<file path="config.mk">
export PLATFORM = sky130hd
export DESIGN_NAME = fifo_rr_write_arbiter
export DESIGN_NICKNAME = d
export VERILOG_FILES = /design/src/rtl/fifo_rr_write_arbiter.sv
export SDC_FILE = /design/constraint.sdc
export NUM_CORES = 1
export LEC_CHECK = 0
export CAP_MARGIN = 0
export CORE_MARGIN = 2
export CORE_UTILIZATION = 39
export CTS_CLUSTER_SIZE = 10
export DETAILED_ROUTE_END_ITERATION = 7
export DONT_BUFFER_PORTS = 1
export GPL_ROUTABILITY_DRIVEN = 0
export GPL_TIMING_DRIVEN = 0
export PLACE_DENSITY = 0.5
export SETUP_SLACK_MARGIN = 0.15
export SLEW_MARGIN = 20
export SYNTH_ARGS = -nofsm -noshare
export SYNTH_HDL_FRONTEND = slang
export SYNTH_SLANG_ARGS = --single-unit
export TNS_END_PERCENT = 10
</file>
<file path="constraint.sdc">
create_clock -name clk -period 4.2 [get_ports clk]
set_input_delay 0.84 -clock clk [delete_from_list [all_inputs] [get_ports clk]]
set_output_delay 0.84 -clock clk [all_outputs]
set_load 0.01 [all_outputs]
</file>
<file path="src/rtl/fifo_rr_write_arbiter.sv">
// Round-robin arbiter sharing one FIFO write port among NUM_REQ producers; stores {source id, data}.
// Latency: grant is combinational, word visible on dout the cycle after its push edge (FWFT read).
// Backpressure: no grant while full unless the consumer pops in the same cycle; losers hold req/din.
module fifo_rr_write_arbiter #(
  parameter int DATA_WIDTH = 8,
  parameter int NUM_REQ    = 4,
  parameter int DEPTH      = 4,
  localparam int ID_WIDTH  = $clog2(NUM_REQ)
) (
  input  logic                          clk,
  input  logic                          resetn,
  input  logic [NUM_REQ-1:0]            req,
  input  logic [NUM_REQ*DATA_WIDTH-1:0] din,
  output logic [NUM_REQ-1:0]            gnt,
  input  logic                          rd,
  output logic [DATA_WIDTH-1:0]         dout,
  output logic [ID_WIDTH-1:0]           dout_id,
  output logic                          empty,
  output logic                          full,
  output logic [$clog2(DEPTH+1)-1:0]    count
);

  localparam int AW = $clog2(DEPTH);
  localparam int CW = $clog2(DEPTH+1);

  logic [DATA_WIDTH-1:0] mem_dat [DEPTH];
  logic [ID_WIDTH-1:0]   mem_id  [DEPTH];
  logic [AW-1:0]         wr_ptr;
  logic [AW-1:0]         rd_ptr;
  logic [ID_WIDTH-1:0]   rr_ptr;
  logic [CW-1:0]         cnt;

  logic [DATA_WIDTH-1:0] din_arr [NUM_REQ];
  logic [ID_WIDTH-1:0]   gnt_idx;
  logic                  pop;
  logic                  push;
  logic                  accept;

  assign count   = cnt;
  assign empty   = (cnt == CW'(0));
  assign full    = (cnt == CW'(DEPTH));
  assign pop     = rd & ~empty;
  // A full FIFO can still take a word when the head leaves in the same cycle.
  assign accept  = ~full | pop;
  assign push    = |gnt;
  assign dout    = mem_dat[rd_ptr];
  assign dout_id = mem_id[rd_ptr];

  // Split the flat data bus into one word per requester.
  always_comb begin
    for (int i = 0; i < NUM_REQ; i++) begin
      din_arr[i] = din[i*DATA_WIDTH +: DATA_WIDTH];
    end
  end

  // Pick the first requesting index at or after rr_ptr, wrapping modulo NUM_REQ.
  always_comb begin
    logic [ID_WIDTH:0]   sum;
    logic [ID_WIDTH-1:0] cand;
    logic                found;
    gnt     = '0;
    gnt_idx = '0;
    found   = 1'b0;
    sum     = '0;
    cand    = '0;
    if (accept) begin
      for (int k = 0; k < NUM_REQ; k++) begin
        // rr_ptr < NUM_REQ and k < NUM_REQ, so one subtraction is enough to wrap.
        sum = {1'b0, rr_ptr} + (ID_WIDTH+1)'(k);
        if (sum >= (ID_WIDTH+1)'(NUM_REQ)) begin
          sum = sum - (ID_WIDTH+1)'(NUM_REQ);
        end
        cand = sum[ID_WIDTH-1:0];
        if (!found && req[cand]) begin
          found      = 1'b1;
          gnt[cand]  = 1'b1;
          gnt_idx    = cand;
        end
      end
    end
  end

  // Pointers, occupancy and round-robin state; reset discards everything at once.
  always_ff @(posedge clk or negedge resetn) begin
    if (!resetn) begin
      wr_ptr <= '0;
      rd_ptr <= '0;
      rr_ptr <= '0;
      cnt    <= '0;
    end else begin
      if (push) begin
        wr_ptr <= wr_ptr + AW'(1);
        rr_ptr <= (gnt_idx == ID_WIDTH'(NUM_REQ-1)) ? '0 : gnt_idx + ID_WIDTH'(1);
      end
      if (pop) begin
        rd_ptr <= rd_ptr + AW'(1);
      end
      case ({push, pop})
        2'b10:   cnt <= cnt + CW'(1);
        2'b01:   cnt <= cnt - CW'(1);
        default: cnt <= cnt;
      endcase
    end
  end

  // Storage write; cleared on reset so an empty FIFO presents zeros on dout.
  always_ff @(posedge clk or negedge resetn) begin
    if (!resetn) begin
      for (int i = 0; i < DEPTH; i++) begin
        mem_dat[i] <= '0;
        mem_id[i]  <= '0;
      end
    end else if (push) begin
      mem_dat[wr_ptr] <= din_arr[gnt_idx];
      mem_id[wr_ptr]  <= gnt_idx;
    end
  end

endmodule

</file>
After elaboration in Yosys (flattened, before gate mapping)
Cells that the tools add are included.

word-level totals
  word-level logic and storage cells = 128
  bits in latches = 0
  memory bits (read-only) = 0
  input bits = 39
  memories kept = 0
  memory bits (writable) = 0
  register bits = 49

cells by class
  shift operators = 0
  divide/modulo/power cells = 0
  order comparisons = 16
  equal/unequal tests = 4
  $mul = 0
  bitwise logic cells = 10
  $add $sub $neg = 12
  multiplexer cells = 60
  reduce and logical (&&, ||, !) cells = 14

operators with widths
  cell                                                 count
  2-to-1 mux 8 bit                                     5
  2-to-1 mux 2 bit                                     17
  binary-select mux 8 bit (select 2 bit)               2
  bitwise mux 32 bit                                   1
  2-to-1 mux 4 bit                                     8
  >= comparator 3 bit, second input constant           6
  demux 8 bit (select 2 bit)                           1
  2-to-1 mux 1 bit                                     14
  < comparator 2 x 3 -> 1 bit, second input constant   4
  OR 4 bit                                             3
  NOT 2 -> 3 bit                                       3
  binary-select mux 1 bit (select 2 bit)               4
  bitwise mux 8 bit                                    1
  demux 1 bit (select 2 bit)                           4
  >= comparator 2 x 1 -> 1 bit, second input constant  4
  logical AND 1 bit                                    8
  subtractor 2 x 1 -> 2 bit, second input constant     4
  adder 2 x 1 -> 2 bit, second input constant          3
  adder 2 x 2 -> 3 bit, second input constant          2
  one-hot mux 3 bit (2 select lines)                   1
  binary-select mux 2 bit (select 2 bit)               1
  demux 2 bit (select 2 bit)                           1
  equality test 2 bit, second input constant           2
  OR reduction 4 bit                                   1
  other kinds (13)                                     16

Longest topological paths before layout
Gate-level depths: netlist of run 1.

  depth after elaboration = 26
  mapped depth = 15
  mapped depth without buffers = 14

Least setup slack after synthesis of run 1
Ideal clock, no wire load.

  path kind = reg-to-reg
  start = register rr_ptr[0]
  end = register cnt[2] (netlist: count[2])
  arrival = 3.643 ns
  data required time = 4.121 ns
  path slack = 0.478 ns
  cell stages (with the launch flop) = 15
  path buffers = 1
  path through = dfrtp_1 > buf_2 > inv_1 > ha_1 > mux4_2 > a221o_1 > a211oi_4 > a21oi_2 > inv_1 > ha_1 > inv_1 > fa_1 > xor2_1 > nor2_1 > xor2_1

on the way
  longest elaborated chain between the ends = 22
  elaborated cells between the ends (all ways) = 75
  those cells by class = 7 x add/sub; 12 x order compare; 2 x eq/ne; 39 x mux; 3 x bitwise; 12 x reduce/logical

ends and longest elaborated chain
  what                                                                             RTL line  RTL
  start, declared                                                                  30        logic [ID_WIDTH-1:0] rr_ptr;
  start signal, assigned                                                           93        rr_ptr <= (gnt_idx == ID_WIDTH'(NUM_REQ-1)) ? '0 : gnt_idx + ID_WIDTH'(1);
  branches (longest 17 deep; another with adder 2 x 1 -> 3 bit)                    -
  2-to-1 mux 4 bit (*)                                                             74        if (!found && req[cand]) begin
  2-to-1 mux 4 bit (*)                                                             66        if (accept) begin
  OR reduction 4 bit (*)                                                           45        assign push = |gnt;
  equality test 2 x 1 -> 1 bit / equality test 2 bit (equally long branches)       98        case ({push, pop})
  one-hot mux 3 bit (2 select lines) / nonzero test 2 bit (equally long branches)  -
  end signal, assigned                                                             99        2'b10: cnt <= cnt + CW'(1);
  end signal, assigned                                                             100       2'b01: cnt <= cnt - CW'(1);
  end signal, assigned                                                             101       default: cnt <= cnt;
  end, declared                                                                    31        logic [CW-1:0] cnt;

Mark *: on every way between the ends. The select of a mux whose other input is x is not followed.
A chain may end at the register's enable or synchronous reset.

Final worst setup path of run 1
Ends and elaborated chain as after synthesis.

==> flow_summary.yaml, run 1 <==
floorplan:
  dieArea_sq_um: 8350
  num_rows: 31
  die_w_um: 91.4
  die_y_um: 91.4
  ios: 58
  coreArea_sq_um: 7330
  start_util_pct: 40.6
global_routing:
  overflow: 0
  grt_pass1_wl_mm: 10.6
  track_usage_pct: 16.4
  grt_pass1_vias: 2012
  antenna_found_initial: 0
  grt_max_degree: 50
logic_synthesis:
  ys_types: 41
  synth_warnings: 0
  synthCells: 211
  yosysTopAreaCell: "dfrtp_1"
  synth_xor_xnor_area_share_pct: 1.76
  synth_compound_area_share_pct: 8.28
  synthMuxAreaShare_pct: 33.9
  syn_nets: 264
  yosys.area_share.simple_pct: 6.18
  synth_top_area_share_pct: 41.2
  ys_top_cells_by_area: "dfrtp_1 (41%), mux4_2 (17%), mux2_2 (15%)"
  syn_avg_cell_area_sq_um: 14.1
  synth_top_family_by_area: "multiplexers"
  netlist_area_sq_um: 2980
  synthAdderAreaFrac_pct: 6.13
  synth-seq-area-share_pct: 41.2
  ys_ff_latch: 49
worst_setup_path:
  slowest_delay_ns: 0.46
  crit_slowest_cell: "dfrtp_2"
  cp-startpoint: "rr_ptr[0]"
  startpoint_type: "flip-flop"
  end_kind: "flip-flop"
  cpMostUsedCell: "inv_1"
  worstPathRequired_ns: 4.42
  cp_max_fo: 10
  worstSetupPathType: "flip-flop to flip-flop"
  worstPathArrival_ns: 3.98
  reg2reg_from: "rr_ptr[0]"
  reg2regPathDepth: 14
  worstPathCellList: "clkbuf_4 > inv_1 > ha_1 > mux4_2 > a221o_1 > a211oi_4 > a21oi_2 > inv_1 > ha_1 > inv_1 > fa_1 > xor2_1 > nor2_1 > xor2_1"
clocking:
  h-tree-depth: 2
  hold_buffers: 0
  cts.sinks: 49
  clk_latency_ns: 0.30
  clk_path_buf_depth: 2
  clkSlewWorstSetupHoldPaths_ns: 0.09
  cts_made_buffers: 5
  cts_tree: "yes"
  cts-root-buf: "clkbuf_8"
timing:
  hold_violations: 0
  rsz0062_at_grt: "no"
  fin_crit_sh_pct: 89.6
  fin_skew_ns: 0.00712
  worstMarginPinSlew_ns: 0.904
  max_freq_mhz: 266
  min_period_ns: 3.76
  relSlewSlack_pct: 39.8
  report.final.slew_viol_count: 0
  setup_violations: 0
layout:
  final_util_pct: 43.9
  nets: 275
  num_antenna_cells: 0
  area_growth_pct: 8.11
  layout-drive-gt1-share_pct: 39.0
  fillCellCount: 664
route:
  routed_wl_mm: 6.34
  drtAntennaViolNets: 0
  drtIter0Drc: 36
  avgViaCountPerCell: 5.52
  drc: 0
  first_pass_iters: 4
  num_vias: 1776
  post_drt_wl_per_cell_um: 19.7
worst_hold_path:
  holdCritPathClass: "input pin to async pin"
placement:
  dp_hpwl_mm: 4.67
  io_buffers: 0
outcome:
  outcome: "finished, final reports clean"
job:
  drv_cap: 0
synthesized netlist by cell type, drive strengths merged:
cell and instances:
dfrtp 49, mux2 44, mux4 22, ha 13
a21oi 10, inv 10, nand2 9, buf 5
nor2 4, nor2b 4, a211oi 3, and2 3
nand2b 3, nor3 3, xnor2 3, xor2 3
clkbuf 2, mux2i 2, nand3b 2, o21a 2
o21ai 2, a221o 1, a22o 1, a22oi 1
a2bb2oi 1, a31oi 1, fa 1, nand3 1
nor3b 1, nor4b 1, o211ai 1, o221a 1
o41a 1, or3 1
flip-flops by register name (all words and copies together), names as in the netlist:
signal,flops
count,3
mem_dat,32
mem_id,8
rd_ptr,2
rr_ptr,2
wr_ptr,2
final cells by class:
class                           instances  area [sq um]  share of cell area, %
Multi-Input combinational cell        145          1680                   52.1
Inverter                               10          37.5                   1.17
Clock inverter                          1          7.51                  0.233
Buffer                                  7          40.0                   1.24
Timing Repair Buffer                    4          30.0                  0.933
Clock buffer                            7          76.3                   2.37
Tap cell                               99           124                   3.85
Sequential cell                        49          1230                   38.1
path summary, 6_finish.rpt:
path | slack [ns] | endpoint
worst min-delay path | 0.22 | mem_dat[5]
worst max-delay path | 0.44 | count[2]
worst max register to register | 0.44 | count[2]
min in group clk | 0.49 | mem_id[3]
max in group asynchronous | 3.86 | rr_ptr[0]
worst min register to register | 0.49 | mem_id[3]
timing repair:
item                       4_1_cts  5_1_grt
pin swaps                        2        1
resized for setup                0        2
setup endpoints to repair        1        3
buffers inserted                 2        2
stage by stage:
step	hold slack [ns]	TNS (ns)	std cells	area, sq um	setup WS (ns)
6_report	0.224	0	322	3220	0.435
3_3_place_gp	0.462	0	310	3100	0.141
3_5_place_dp	0.475	-0.00986	310	3100	-0.00986
5_1_grt	0.204	0	322	3220	0.209
4_1_cts	0.219	0	320	3200	0.244
2_1_floorplan	0.452	0	211	2980	0.478
cells by family after synthesis:
kind of cell	Yosys count
AND/OR/NAND/NOR	32
XOR/XNOR	6
adder cells (fa/ha/maj)	14
multiplexers	68
AO/OA/AOI/OAI	25
flip-flops	49
buffers and inverters	17
worst max-delay path: cells and delay by family (launching register included):
kind | cells | cell delay [ns]
simple gates | 1 | 0.13
fa+ha+maj | 3 | 0.94
flops | 1 | 0.46
buf+inv | 4 | 0.49
xor+xnor | 2 | 0.32
compound gates | 3 | 0.91
mux | 1 | 0.45
routing by layer:
metal	up-vias	share of wire, %	global-route usage, %
li1	804	-	-
met1	918	42	19.6
met2	48	53	29.8
met3	6	4.0	3.15
met4	0	1.2	4.55
met5	-	0	0
cell usage in the layout (no fill, tap or decap), types with 2 or more instances in the layout:
cell type  Yosys  layout
a211oi_4       2       2
a21oi_4        4       4
xnor2_1        3       3
nand2_1        9       9
a21oi_1        5       5
xor2_1         3       3
buf_4          0       4
mux2_1         4       4
buf_2          3       2
and2_1         3       3
dfrtp_1       49      48
mux2_2        40      40
mux4_2        22      22
mux2i_1        2       2
inv_1         10      10
nor2_1         4       4
nor2b_1        4       4
ha_1          13      13
o21a_1         2       2
nor3_1         3       3
nand3b_1       2       2
clkbuf_1       2       4
nand2b_1       3       3
clkbuf_8       0       5
Power of run 1 is left out: the tool's default activity adds up to more than one toggle a clock period on the data nets, which glitch-free logic cannot reach.
==> inputs of run 2 (changes only) <==
- ABC_CLOCK_PERIOD_IN_PS: not set -> 4200
- MAX_ROUTING_LAYER: not set -> met4
==> flow_summary.yaml, run 2 (synthesis gave the netlist of run 1 again) <==
timing:
  min_period_ns: 3.78
  hold_violations: 0
  setup_violations: 0
  report.final.slew_viol_count: 0
  fin_crit_sh_pct: 90.1
  fin_skew_ns: 0.00625
  rsz0062_at_grt: "no"
  worstMarginPinSlew_ns: 0.903
  relSlewSlack_pct: 39.8
  max_freq_mhz: 264
floorplan:
  ios: 58
  coreArea_sq_um: 7330
  start_util_pct: 40.6
  dieArea_sq_um: 8350
  die_w_um: 91.4
  die_y_um: 91.4
  num_rows: 31
worst_setup_path:
  reg2regPathDepth: 14
  worstPathCellList: "clkbuf_4 > inv_1 > ha_1 > mux4_2 > a221o_1 > a211oi_4 > a21oi_4 > inv_1 > ha_1 > inv_1 > fa_1 > xor2_1 > nor2_1 > xor2_1"
  worstPathRequired_ns: 4.42
  end_kind: "flip-flop"
  startpoint_type: "flip-flop"
  crit_slowest_cell: "dfrtp_2"
  worstPathArrival_ns: 4.00
  cpMostUsedCell: "inv_1"
  slowest_delay_ns: 0.46
  worstSetupPathType: "flip-flop to flip-flop"
  cp_max_fo: 10
layout:
  layout_common_cells: "dfrtp_1 (48), mux2_2 (40), mux4_2 (22)"
  area_growth_pct: 7.86
  fillCellCount: 668
  seqCellArea_sq_um: 1230
  layout-drive-gt1-share_pct: 38.5
  num_antenna_cells: 0
  layout_commonest_cell: "dfrtp_1"
  largest_reg_flops: 32
  top_register: "mem_dat"
  multi_input_area_sq_um: 1680
  nets: 273
  final_util_pct: 43.8
job:
  drv_cap: 0
global_routing:
  grt_pass1_vias: 2018
  antenna_found_initial: 0
  overflow: 0
  grt_pass1_wl_mm: 10.6
  track_usage_pct: 16.8
  grt_max_degree: 50
route:
  routed_wl_mm: 6.33
  drc: 0
  num_vias: 1781
  top_layer: "met4"
  post_drt_wl_per_cell_um: 19.8
  drtAntennaViolNets: 0
  first_pass_iters: 4
  drtIter0Drc: 24
  wl_met1_mm: 2.64
  met2_length_mm: 3.33
  avgViaCountPerCell: 5.57
  dr_wl_met3_um: 267
clocking:
  cts.sinks: 49
  h-tree-depth: 2
  clk_path_buf_depth: 2
  clk_latency_ns: 0.30
  hold_buffers: 0
  cts-root-buf: "clkbuf_8"
  cts_made_buffers: 5
  cts_tree: "yes"
  clkSlewWorstSetupHoldPaths_ns: 0.09
placement:
  io_buffers: 0
  dp_hpwl_mm: 4.67
worst_hold_path:
  holdCritPathClass: "input pin to async pin"
outcome:
  outcome: "finished, final reports clean"
==> run 2: changes by cell type in the layout (fill, tap and decap cells not counted), sizes merged <==
cell,previous run,this run
buf,8,6
==> run 2: worst max-delay path, delay by kind of cell (launching register included) <==
kind / cells / cell delay (ns)
adder cells (fa/ha/maj): 3 / 0.94
AO/OA/AOI/OAI: 3 / 0.93
buffers and inverters: 4 / 0.49
flip-flops: 1 / 0.46
multiplexers: 1 / 0.46
XOR/XNOR: 2 / 0.32
AND/OR/NAND/NOR: 1 / 0.13
==> run 2: final cells by class <==
class                      instances  share of cell area, %
clock buffer                       7                   2.38
inverter                          10                   1.17
buffer                             7                   1.25
clock inverter                     1                  0.234
timing repair buffer               2                  0.467
multi-input combinational        145                   52.4
tap                               99                   3.86
sequential                        49                   38.2
==> run 2: worst paths after layout <==
path | start | end | slack, ns
max in group asynchronous | resetn | rr_ptr[0] | 3.86
max reg2reg | rr_ptr[0] | count[2] | 0.42
min | resetn | mem_dat[5] | 0.22
max | rr_ptr[0] | count[2] | 0.42
min reg2reg | mem_id[3] | mem_id[3] | 0.49
min in group clk | mem_id[3] | mem_id[3] | 0.49
==> run 2: layer usage <==
layer	GRT usage, %	vias up
met2	29.7	53
met5	-	-
met3	3.07	8
met1	19.5	919
li1	-	801
met4	4.92	0
==> run 2: what timing repair did <==
action / 4_1_cts / 5_1_grt
pin swaps: 2 / 0
buffers inserted: 2 / 0
gates resized for setup: 0 / 3
endpoints found under the setup margin: 1 / 3
==> run 2: through the flow <==
| step | area, sq um | instances | setup slack, ns | hold slack (ns) | setup TNS, ns |
|---|---|---|---|---|---|
| after floorplan | 2980 | 211 | 0.478 | 0.452 | 0 |
| after global placement | 3100 | 310 | 0.141 | 0.462 | 0 |
| after detailed placement | 3100 | 310 | -0.00986 | 0.475 | -0.00986 |
| after CTS | 3200 | 320 | 0.244 | 0.219 | 0 |
| after global routing | 3210 | 320 | 0.207 | 0.203 | 0 |
| final | 3210 | 320 | 0.416 | 0.224 | 0 |
Power of run 2 is left out for the same reason.
==> inputs of run 3 (changes only) <==
--- a/config.mk
+++ b/config.mk
@@ -10,4 +10,5 @@
 export CORE_MARGIN = 2
 export CORE_UTILIZATION = 39
+export CTS_BUF_LIST = sky130_fd_sc_hd__clkbuf_8
 export CTS_CLUSTER_SIZE = 10
 export DETAILED_ROUTE_END_ITERATION = 7
==> constraint.sdc (replaced) <==
create_clock -name clk -period 4.2 [get_ports clk]
set_input_delay 1.26 -clock clk [delete_from_list [all_inputs] [get_ports clk]]
set_output_delay 1.26 -clock clk [all_outputs]
set_load 0.01 [all_outputs]
==> flow_summary.yaml, run 3 (synthesis gave the netlist of run 1 again) <==
outcome:
  outcome: "finished, final reports clean"
global_routing:
  grt_max_degree: 50
  grt_pass1_wl_mm: 10.4
  grt_pass1_vias: 1990
  overflow: 0
  antenna_found_initial: 0
  track_usage_pct: 16.6
timing:
  max_freq_mhz: 250
  relSlewSlack_pct: 30.6
  report.final.slew_viol_count: 0
  min_period_ns: 4.00
  fin_setup_tns_ns: 0
  rsz0062_at_grt: "yes"
  fin_crit_sh_pct: 95.1
  fin_skew_ns: 0.00418
  hold_violations: 0
  worstMarginPinSlew_ns: 1.04
  setup_violations: 0
clocking:
  cts_made_buffers: 5
  cts-root-buf: "clkbuf_8"
  clkSlewWorstSetupHoldPaths_ns: 0.08
  cts.sinks: 49
  h-tree-depth: 2
  clk_path_buf_depth: 2
  clk_latency_ns: 0.29
  cts_tree: "yes"
  hold_buffers: 0
route:
  drtIter0Drc: 46
  drtAntennaViolNets: 0
  drc: 0
  first_pass_iters: 4
  num_vias: 1848
  avgViaCountPerCell: 5.67
  post_drt_wl_per_cell_um: 20.5
  routed_wl_mm: 6.67
layout:
  layout_common_cells: "dfrtp_1 (48), mux2_2 (40), mux4_2 (22)"
  nets: 279
  layout_commonest_cell: "dfrtp_1"
  layout-drive-gt1-share_pct: 41.9
  fillCellCount: 630
  num_antenna_cells: 0
  top_register: "mem_dat"
  area_growth_pct: 11.2
  largest_reg_flops: 32
job:
  drv_cap: 0
floorplan:
  ios: 58
  num_rows: 31
  die_w_um: 91.4
  start_util_pct: 40.6
  dieArea_sq_um: 8350
  die_y_um: 91.4
  coreArea_sq_um: 7330
worst_hold_path:
  hold_path_depth: 1
  holdCritPathClass: "flip-flop to flip-flop"
  whs_endpoint: "mem_id[1]"
  min_from: "mem_id[1]"
worst_setup_path:
  reg2regPathDepth: 15
  cp_max_fo: 10
  worstSetupPathType: "flip-flop to primary output"
  timing.rr.end: "count[2]"
  reg2reg_from: "rr_ptr[0]"
  r2r_setup_slack_ns: 0.34
  slowest_delay_ns: 0.48
  worstPathCellList: "buf_4 > inv_1 > ha_2 > mux4_2 > nand3b_1 > a2bb2oi_1 > o21a_1"
  worstPathArrival_ns: 2.74
  crit_slowest_cell: "dfrtp_2"
  end_kind: "primary output"
  startpoint_type: "flip-flop"
  worstPathRequired_ns: 2.94
placement:
  io_buffers: 0
  dp_hpwl_mm: 4.63
run 3: worst max-delay path, delay by kind of cell (launching register included):
family / cells / cell delay [ns]
compound gates: 2 / 0.60
fa+ha+maj: 1 / 0.40
buf+inv: 2 / 0.33
flops: 1 / 0.48
mux: 1 / 0.40
simple gates: 1 / 0.22
run 3: through the flow:
stage               std cells  hold slack (ns)  area [sq um]  util (%)  worst slack, ns
finish                    326            0.490          3310      45.2            0.204
global placement          310            0.462          3100      42.3          -0.0311
global route              326            0.507          3310      45.2           0.0663
detailed placement        310            0.476          3100      42.3           -0.136
floorplan                 211            0.452          2980         -            0.138
CTS                       318            0.496          3220      44.0            0.155
run 3: area by class of cell:
class	count	area, sq um	area share, %
sequential	49	1230	37.1
inverter	10	37.5	1.13
buffer	7	40.0	1.21
tap	99	124	3.74
timing repair buffer	7	52.6	1.59
multi-input combinational	146	1710	51.8
clock inverter	2	33.8	1.02
clock buffer	6	82.6	2.49
run 3: timing repair:
item / CTS / global route
endpoints found under the hold margin: 0 / 0
endpoints found under the setup margin: 5 / 5
cloned: 0 / 1
pin swaps: 0 / 3
buffers inserted: 0 / 7
gates resized for setup: 3 / 3
run 3: routing by layer:
metal | share of wire [%] | track usage, % | vias up
met5 | 0 | - | -
met4 | 1.7 | 4.55 | 0
met3 | 4.3 | 3.15 | 12
met2 | 52 | 27.9 | 56
met1 | 42 | 20.6 | 959
li1 | - | - | 821
run 3: worst max-delay path by stage:
stage | from | depth (start not counted) | end
after floorplan | req[1] | 12 | count[2]
after global placement | req[1] | 12 | count[2]
after detailed placement | req[1] | 12 | count[2]
after CTS | rr_ptr[0] | 14 | count[2]
after global routing | rr_ptr[0] | 7 | gnt[0]
final | rr_ptr[0] | 7 | gnt[0]
Power of run 3 is left out for the same reason.
